**src/rtl/decode_burst_sequencer.sv**
```systemverilog
// Burst sequencer feeding the fanout decode stage: queues (start, length) requests
// and issues one registered index/enable beat per cycle with wrap at FANOUT-1.
module decode_burst_sequencer #(
  parameter int FANOUT  = 64,
  parameter int IO_SIZE = $clog2(FANOUT),
  parameter int DEPTH   = 4,
  parameter int CNT_W   = 16
) (
  input  logic                     clk,
  input  logic                     resetN,
  input  logic                     reqValid,
  output logic                     reqReady,
  input  logic [IO_SIZE-1:0]       reqStart,
  input  logic [IO_SIZE-1:0]       reqLen,
  input  logic                     hold,
  output logic [IO_SIZE-1:0]       inpBus,
  output logic                     enable,
  output logic                     burstDone,
  output logic                     busy,
  output logic [$clog2(DEPTH):0]   fifoLevel,
  output logic [CNT_W-1:0]         issueCount
);

  localparam int PTR_W = $clog2(DEPTH);
  localparam int LVL_W = PTR_W + 1;
  localparam logic [IO_SIZE-1:0] LAST_IDX = IO_SIZE'(FANOUT - 1);
  localparam logic [IO_SIZE:0]   FANOUT_X = (IO_SIZE + 1)'(FANOUT);
  localparam logic [LVL_W-1:0]   DEPTH_L  = LVL_W'(DEPTH);

  typedef enum logic {
    IDLE = 1'b0,
    RUN  = 1'b1
  } state_t;

  // state is kept as a named enum so checkers can bind to it directly
  state_t state;

  logic [IO_SIZE-1:0] fifo_start [DEPTH];
  logic [IO_SIZE-1:0] fifo_len   [DEPTH];
  logic [PTR_W-1:0]   wr_ptr;
  logic [PTR_W-1:0]   rd_ptr;
  logic [LVL_W-1:0]   level;

  logic [IO_SIZE-1:0] cur_idx;
  logic [IO_SIZE-1:0] beats_left;

  logic [IO_SIZE:0]   start_x;
  logic [IO_SIZE-1:0] start_norm;
  logic [IO_SIZE-1:0] len_norm;
  logic [IO_SIZE-1:0] head_start;
  logic [IO_SIZE-1:0] head_len;
  logic               push;
  logic               pop;

  function automatic logic [IO_SIZE-1:0] inc_idx(input logic [IO_SIZE-1:0] idx);
    return (idx == LAST_IDX) ? '0 : idx + IO_SIZE'(1);
  endfunction

  // Requests are normalised at enqueue so the issue path only ever sees legal values.
  always_comb begin
    start_x    = {1'b0, reqStart};
    start_norm = reqStart;
    if (start_x >= FANOUT_X) begin
      start_norm = IO_SIZE'(start_x - FANOUT_X);
    end
    len_norm = (reqLen > LAST_IDX) ? LAST_IDX : reqLen;
  end

  // Handshake: a request is taken on any edge where reqValid and reqReady are both
  // high; reqReady depends only on the FIFO level, so a same-cycle pop never frees a full slot.
  assign reqReady   = (level != DEPTH_L);
  assign push       = reqValid && reqReady;
  assign pop        = !hold && (state == IDLE) && (level != '0);
  assign head_start = fifo_start[rd_ptr];
  assign head_len   = fifo_len[rd_ptr];
  assign busy       = (state == RUN) || (level != '0);
  assign fifoLevel  = level;

  always_ff @(posedge clk) begin
    if (push) begin
      fifo_start[wr_ptr] <= start_norm;
      fifo_len[wr_ptr]   <= len_norm;
    end
  end

  always_ff @(posedge clk) begin
    if (!resetN) begin
      wr_ptr <= '0;
      rd_ptr <= '0;
      level  <= '0;
    end else begin
      if (push) begin
        wr_ptr <= wr_ptr + PTR_W'(1);
      end
      if (pop) begin
        rd_ptr <= rd_ptr + PTR_W'(1);
      end
      case ({push, pop})
        2'b10:   level <= level + LVL_W'(1);
        2'b01:   level <= level - LVL_W'(1);
        default: level <= level;
      endcase
    end
  end

  // beats_left counts beats still owed after the one just issued.
  always_ff @(posedge clk) begin
    if (!resetN) begin
      state      <= IDLE;
      cur_idx    <= '0;
      beats_left <= '0;
      enable     <= 1'b0;
      inpBus     <= '0;
      burstDone  <= 1'b0;
      issueCount <= '0;
    end else if (hold) begin
      enable    <= 1'b0;
      burstDone <= 1'b0;
    end else begin
      case (state)
        IDLE: begin
          if (pop) begin
            enable     <= 1'b1;
            inpBus     <= head_start;
            cur_idx    <= inc_idx(head_start);
            beats_left <= head_len;
            burstDone  <= (head_len == '0);
            state      <= (head_len == '0) ? IDLE : RUN;
            issueCount <= issueCount + CNT_W'(1);
          end else begin
            enable    <= 1'b0;
            burstDone <= 1'b0;
          end
        end
        RUN: begin
          if (beats_left != '0) begin
            enable     <= 1'b1;
            inpBus     <= cur_idx;
            cur_idx    <= inc_idx(cur_idx);
            beats_left <= beats_left - IO_SIZE'(1);
            burstDone  <= (beats_left == IO_SIZE'(1));
            issueCount <= issueCount + CNT_W'(1);
            if (beats_left == IO_SIZE'(1)) begin
              state <= IDLE;
            end
          end else begin
            enable    <= 1'b0;
            burstDone <= 1'b0;
            state     <= IDLE;
          end
        end
        default: begin
          enable    <= 1'b0;
          burstDone <= 1'b0;
          state     <= IDLE;
        end
      endcase
    end
  end

endmodule

```
**config.mk**
```make
export PLATFORM = sky130hd
export DESIGN_NAME = decode_burst_sequencer
export DESIGN_NICKNAME = d
export VERILOG_FILES = /design/src/rtl/decode_burst_sequencer.sv
export SDC_FILE = /design/constraint.sdc
export NUM_CORES = 1
export LEC_CHECK = 0
export ABC_AREA = 1
export CAP_MARGIN = 10
export CELL_PAD_IN_SITES_DETAIL_PLACEMENT = 2
export CELL_PAD_IN_SITES_GLOBAL_PLACEMENT = 2
export CORE_ASPECT_RATIO = 0.75
export CORE_MARGIN = 3
export CORE_UTILIZATION = 31
export DETAILED_ROUTE_END_ITERATION = 10
export PLACE_DENSITY_LB_ADDON = 0.1
export SLEW_MARGIN = 20
export SYNTH_ARGS = -nofsm -noshare
export SYNTH_HDL_FRONTEND = slang
export SYNTH_SLANG_ARGS = --single-unit
export TNS_END_PERCENT = 30
```
**constraint.sdc**
```tcl
create_clock -name clk -period 1.75 [get_ports clk]
set_input_delay 0.35 -clock clk [delete_from_list [all_inputs] [get_ports clk]]
set_output_delay 0.35 -clock clk [all_outputs]
set_load 0.005 [all_outputs]
```
==> impl_metrics.py, run 1 <==
metrics = {
    "run_status": {
        "status": "finished, violations left",
        "violations": "negative setup slack",
    },
    "synthesis": {
        "yosys_warnings": 0,
        "ys.flop_type": "edfxtp_1",
        "netlist_area_um2": 4460,
        "synth.avg_cell_area_um2": 8.61,
        "yosysTopAreaCellShare": 0.323,
        "synth_compound_area_frac": 0.113,
        "synth_area_leader_cell": "edfxtp_1",
        "synthMuxAreaShare": 0,
        "synth-xor-area-share": 0.0196,
        "synth_top_family_by_area": "simple AND/OR/NAND/NOR gates",
        "yosys.area_share.simple": 0.228,
        "synth_edf_count": 48,
        "synth_area_leaders": "edfxtp_1 (32%), dfxtp_1 (21%), nand2_1 (11%)",
        "synth_cells": 518,
        "syn_nets": 546,
        "ys_seq_area_frac": 0.530,
        "ys_types": 37,
        "synth_fa_ha_area_frac": 0.0354,
        "synth.ff_latch_count": 94,
        "synth-async-reset-ratio": 0,
    },
    "route": {
        "drt_iter0_drc": 121,
        "vias": 3878,
        "dr.pass1.iters": 4,
        "ant_nets": 0,
        "wl_um": 13800,
        "wl_per_cell_um": 17.6,
        "viasPerCell": 4.95,
        "drc": 0,
    },
    "timing": {
        "fmaxAchievable_mhz": 556,
        "period_needed_ps": 1800,
        "final-setup-viol-count": 1,
        "clock_skew_ps": 6.84,
        "finalHoldViolCount": 0,
        "setup_slack_ps": -49.0,
        "max_slew_margin": 0.746,
        "worstMarginPinSlew_ps": 379,
        "min_period_over_period": 1.03,
        "setup_tns_ps": -49.0,
        "rsz0062_at_grt": "yes",
        "maxSlewViolCount": 0,
    },
    "critical_path": {
        "cp_slowest_cell": "fa_2",
        "critical_path_buf_inv_count": 2,
        "cp_slowest_stage_delay_ps": 380,
        "path_cells": "nor3_4 > nor2_1 > nand2_2 > inv_2 > ha_4 > inv_2 > fa_2 > a21oi_2 > o21ai_2 > o21ai_1 > a21oi_1",
        "critical_path_class": "reg -> reg",
        "cp_max_fo": 3,
        "start_kind": "flop",
        "cp_top_family": "adder cells",
        "critPathArrivalTime_ps": 2040,
        "cpMostUsedCell": "inv_2",
        "worst_ep_required_time_ps": 1990,
        "critPathCaptureType": "flop",
    },
    "layout": {
        "area_growth_pct": 35.3,
        "final_common_cell": "nand2_1",
        "drive_above_1_share": 0.213,
        "layout.cells.non_filler": 784,
        "final_cell_mix": "nand2_1 (123), edfxtp_1 (48), buf_4 (47)",
        "fin_nets": 632,
        "num-fill-cells": 1509,
        "final_util": 0.434,
        "multi_input_area_um2": 1940,
        "regArea_um2": 2370,
        "n_antenna_cell": 0,
    },
    "pwr": {
        "peakVddDrop_mv": 0.578,
        "swShare": 0.375,
        "power.clock.fraction": 0.225,
        "netSwitchingPower_w": 0.00357,
        "seq_power_share": 0.324,
        "power_frac_comb": 0.451,
        "p_leak_nw": 2.32,
        "p_int_w": 0.00595,
        "p_per_area_nw_per_um2": 1580,
    },
    "placed_design": {
        "place_congestion": 0.784,
        "place.port_buffers": 44,
        "dpl.hpwl_um": 9820,
        "dp_cells": 761,
        "preCtsSetupSlack_ps": -334,
    },
    "floorplanning": {
        "die_area_um2": 15900,
        "die-height_um": 110,
        "die_w_um": 144,
        "floorplan.initialDensity": 0.321,
        "core_um2": 13900,
        "fp-row-count": 37,
        "io_pins": 45,
    },
    "cts": {
        "htree_levels": 3,
        "clk_pin_slew_ps": 70,
        "cts_buffers": 9,
        "cts_tree": "yes",
        "cts_hold_buf": 0,
        "clk_latency_ps": 350,
        "cts_root_buf": "clkbuf_16",
        "clock-sinks": 94,
        "ctsLongestPathBuffers": 2,
    },
    "global_routing": {
        "antenna_found_initial": 0,
        "grt_usage": 0.178,
        "overflow": 0,
        "grt_pass1_vias": 4260,
        "grt_start_max_net_pins": 24,
        "grt_pass1_wl_um": 22100,
    },
    "job": {
        "maxCapViolations": 0,
    },
    "worst_hold_path": {
        "hp-class": "reg -> reg",
    },
}
-- worst paths after layout --
path                                     end    startpoint  slack (ps)  cells past startpoint
worst max register to register  fifoLevel[2]  fifoLevel[1]         -50                     11
worst max-delay path            fifoLevel[2]  fifoLevel[1]         -50                     11
worst min register to register          flop     rd_ptr[1]         480                      2
worst min-delay path                    flop     rd_ptr[1]         480                      2
-- cell families (layout without fill, tap and decap cells) --
group           after synthesis  count (layout)
simple gates                236             236
flops                        94              94
compound gates               93              93
buf+inv                      73             164
fa+ha+maj                    12              12
xor+xnor                     10              10
-- layout make-up --
class / instances / area share
sequential: 94 / 0.393
multi-input combinational: 351 / 0.321
timing repair buffer: 102 / 0.166
clock buffer: 9 / 0.0373
tap: 175 / 0.0363
inverter: 46 / 0.0295
clock inverter: 7 / 0.0162
-- routing by layer --
layer | global-route usage | vias to the layer above | wire length [um]
li1 | - | 1906 | -
met1 | 0.233 | 1917 | 6590
met2 | 0.300 | 45 | 6730
met3 | 0.0474 | 10 | 360
met4 | 0.0353 | 0 | 102
met5 | 0 | - | 0
-- registers in the layout, indices dropped and copies added, names as in the netlist, named ones only --
signal	cells
burstDone	1
cur_idx	6
inpBus	6
issueCount	16
fifo_start	24
beats_left	6
enable	1
rd_ptr	2
fifo_len	24
fifoLevel	3
wr_ptr	2
state	1
-- power by group through the flow --
stage                     combinational (W)  clock, W  sequential [W]
after floorplan                     0.00211         0         0.00305
after global placement              0.00362         0         0.00307
after detailed placement            0.00377         0         0.00310
after CTS                           0.00399   0.00222         0.00307
after global routing                0.00482   0.00231         0.00314
final                               0.00430   0.00214         0.00308
-- per-stage QoR --
stage	instance area, um2	total power (W)	hold slack, ps
5_1_grt	6030	0.0103	500
2_1_floorplan	4470	0.00516	436
4_1_cts	5840	0.00928	479
6_report	6030	0.00952	476
3_3_place_gp	5430	0.00669	451
3_5_place_dp	5430	0.00687	469
-- worst min-delay path: stages (launching register included) --
cell     delay [ps]
dfxtp_1         300
inv_1            60
a21oi_1          70
-- cell usage after synthesis (2+ instances only) --
| cell | count |
|---|---|
| dfxtp_1 | 46 |
| nand3_2 | 2 |
| a31oi_1 | 9 |
| nor2_2 | 2 |
| nor2_1 | 27 |
| o21ai_1 | 17 |
| nor3_2 | 2 |
| xor2_1 | 3 |
| nand3_1 | 53 |
| a21oi_1 | 36 |
| xnor2_1 | 7 |
| clkbuf_1 | 14 |
| buf_6 | 4 |
| o21ai_0 | 24 |
| nor3_1 | 8 |
| nand2_1 | 133 |
| edfxtp_1 | 48 |
| nand2_2 | 3 |
| buf_4 | 6 |
| inv_2 | 3 |
| nand4_1 | 2 |
| ha_1 | 11 |
| inv_1 | 41 |
| and3_1 | 2 |
| buf_2 | 3 |
-- timing repair --
item	CTS	global route
endpoints found under the setup margin	22	34
pin swaps	11	15
gates cloned	0	1
setup buffers	5	2
resized for setup	15	45
Note: power is estimated with default switching activity, not from simulation.
==> run 2: changes to the inputs <==
Settings changed: MAX_ROUTING_LAYER set to met4.
==> run 2 against run 1 <==
The flow still finishes with violations (negative setup slack). Non-clock buffer count unchanged. Clock skew about the same. Sequential power about the same. Fmax about the same. Clock power about the same. Critical path depth unchanged. Register-to-register slack about the same. Combinational power about the same. Count of clock-buffer cells in the layout unchanged. Setup slack about the same. Core utilization unchanged. Critical endpoint unchanged. Largest power group unchanged. Highest routed layer unchanged.
==> impl_metrics.py, run 2 (synthesis gave the netlist of run 1 again) <==
metrics = {
    "run_status": {
        "status": "finished, violations left",
        "violations": "negative setup slack",
    },
    "route": {
        "wl_um": 13800,
        "viasPerCell": 4.95,
        "ant_nets": 0,
        "dr.pass1.iters": 4,
        "vias": 3883,
        "drc": 0,
        "drt_iter0_drc": 146,
        "wl_per_cell_um": 17.6,
    },
    "critical_path": {
        "start_kind": "flop",
        "worst_ep_required_time_ps": 1990,
        "critPathArrivalTime_ps": 2040,
        "critical_path_class": "reg -> reg",
        "cp_max_fo": 3,
        "critPathCaptureType": "flop",
    },
    "floorplanning": {
        "die_area_um2": 15900,
        "floorplan.initialDensity": 0.321,
        "fp-row-count": 37,
        "die-height_um": 110,
        "core_um2": 13900,
        "io_pins": 45,
        "die_w_um": 144,
    },
    "layout": {
        "final_common_cell": "nand2_1",
        "area_growth_pct": 35.3,
        "n_antenna_cell": 0,
        "reg.largest.list": "fifo_len x24, fifo_start x24, issueCount x16",
        "drive_above_1_share": 0.213,
        "final_cell_mix": "nand2_1 (123), edfxtp_1 (48), buf_4 (47)",
        "fin_nets": 632,
    },
    "cts": {
        "cts_root_buf": "clkbuf_16",
        "htree_levels": 3,
        "cts_buffers": 9,
        "clock-sinks": 94,
        "clk_latency_ps": 350,
        "clk_pin_slew_ps": 70,
        "ctsLongestPathBuffers": 2,
        "cts_tree": "yes",
        "cts_hold_buf": 0,
    },
    "global_routing": {
        "grt_pass1_wl_um": 22100,
        "gr-usage-met2": 0.300,
        "grt_usage": 0.184,
        "grt_pass1_vias": 4254,
        "grt_use_met3": 0.0474,
        "grt_busiest_layer": "met2",
        "grt_start_max_net_pins": 24,
        "use_met1": 0.234,
        "overflow": 0,
        "antenna_found_initial": 0,
    },
    "timing": {
        "final-setup-viol-count": 1,
        "max_slew_margin": 0.749,
        "period_needed_ps": 1800,
        "min_period_over_period": 1.03,
        "worstMarginPinSlew_ps": 374,
        "rsz0062_at_grt": "yes",
        "maxSlewViolCount": 0,
        "fmaxAchievable_mhz": 556,
        "finalHoldViolCount": 0,
        "setup_slack_ps": -49.0,
        "clock_skew_ps": 6.54,
    },
    "placed_design": {
        "dpl.hpwl_um": 9820,
        "place_congestion": 0.794,
        "preCtsSetupSlack_ps": -334,
        "place.port_buffers": 44,
    },
    "pwr": {
        "p_per_area_nw_per_um2": 1580,
        "finalPower_w": 0.00953,
        "peakVddDrop_mv": 0.577,
        "p_leak_nw": 2.32,
    },
    "job": {
        "maxCapViolations": 0,
    },
    "worst_hold_path": {
        "hp-class": "reg -> reg",
    },
}
-- run 2: stage by stage --
stage / std cells / utilization / instance area (um2) / hold WS, ps / TNS (ps)
after floorplan: 518 / - / 4470 / 436 / 0
after global placement: 761 / 0.391 / 5430 / 451 / -3340
after detailed placement: 761 / 0.391 / 5430 / 469 / -3920
after CTS: 782 / 0.421 / 5840 / 479 / 0
after global routing: 784 / 0.434 / 6030 / 500 / -323
final: 784 / 0.434 / 6030 / 475 / -49.0
-- run 2: cell type report --
cell class	instances	area, um2
clock inverter	7	97.6
sequential	94	2370
multi-input combinational	351	1940
timing repair buffer	102	1000
tap	175	219
fill	1509	7860
clock buffer	9	225
inverter	46	178
-- run 2: final timing paths --
kind / start / endpoint / slack, ps / cells after the start
setup / recovery: fifoLevel[1] / fifoLevel[2] / -50 / 11
hold / removal: rd_ptr[1] / flop / 480 / 2
setup reg to reg: fifoLevel[1] / fifoLevel[2] / -50 / 11
hold reg to reg: rd_ptr[1] / flop / 480 / 2
-- run 2: critical path, stage by stage, from the launching register on --
cell and delay (ps):
dfxtp_4 370, nor3_4 50, nor2_1 150, nand2_2 80, inv_2 80, ha_4 120
inv_2 40, fa_2 380, a21oi_2 170, o21ai_2 80, o21ai_1 120, a21oi_1 50
-- run 2: what timing repair did --
action | in CTS | in global routing
setup endpoints to repair | 22 | 34
pin swaps | 11 | 15
resized for setup | 15 | 45
buffers inserted | 5 | 2
cloned | 0 | 1
-- run 2: report_power, final --
part / switching, W / internal, W / leakage [nW]
combinational: 0.00237 / 0.00193 / 1.34
clock: 0.000888 / 0.00126 / 0.155
sequential: 0.000318 / 0.00276 / 0.819
total: 0.00358 / 0.00595 / 2.32
-- run 2: routing by layer --
layer | part of all wire | up-vias
li1 | - | 1906
met2 | 0.49 | 37
met3 | 0.024 | 10
met4 | 0.0081 | 0
met5 | 0 | -
met1 | 0.48 | 1930
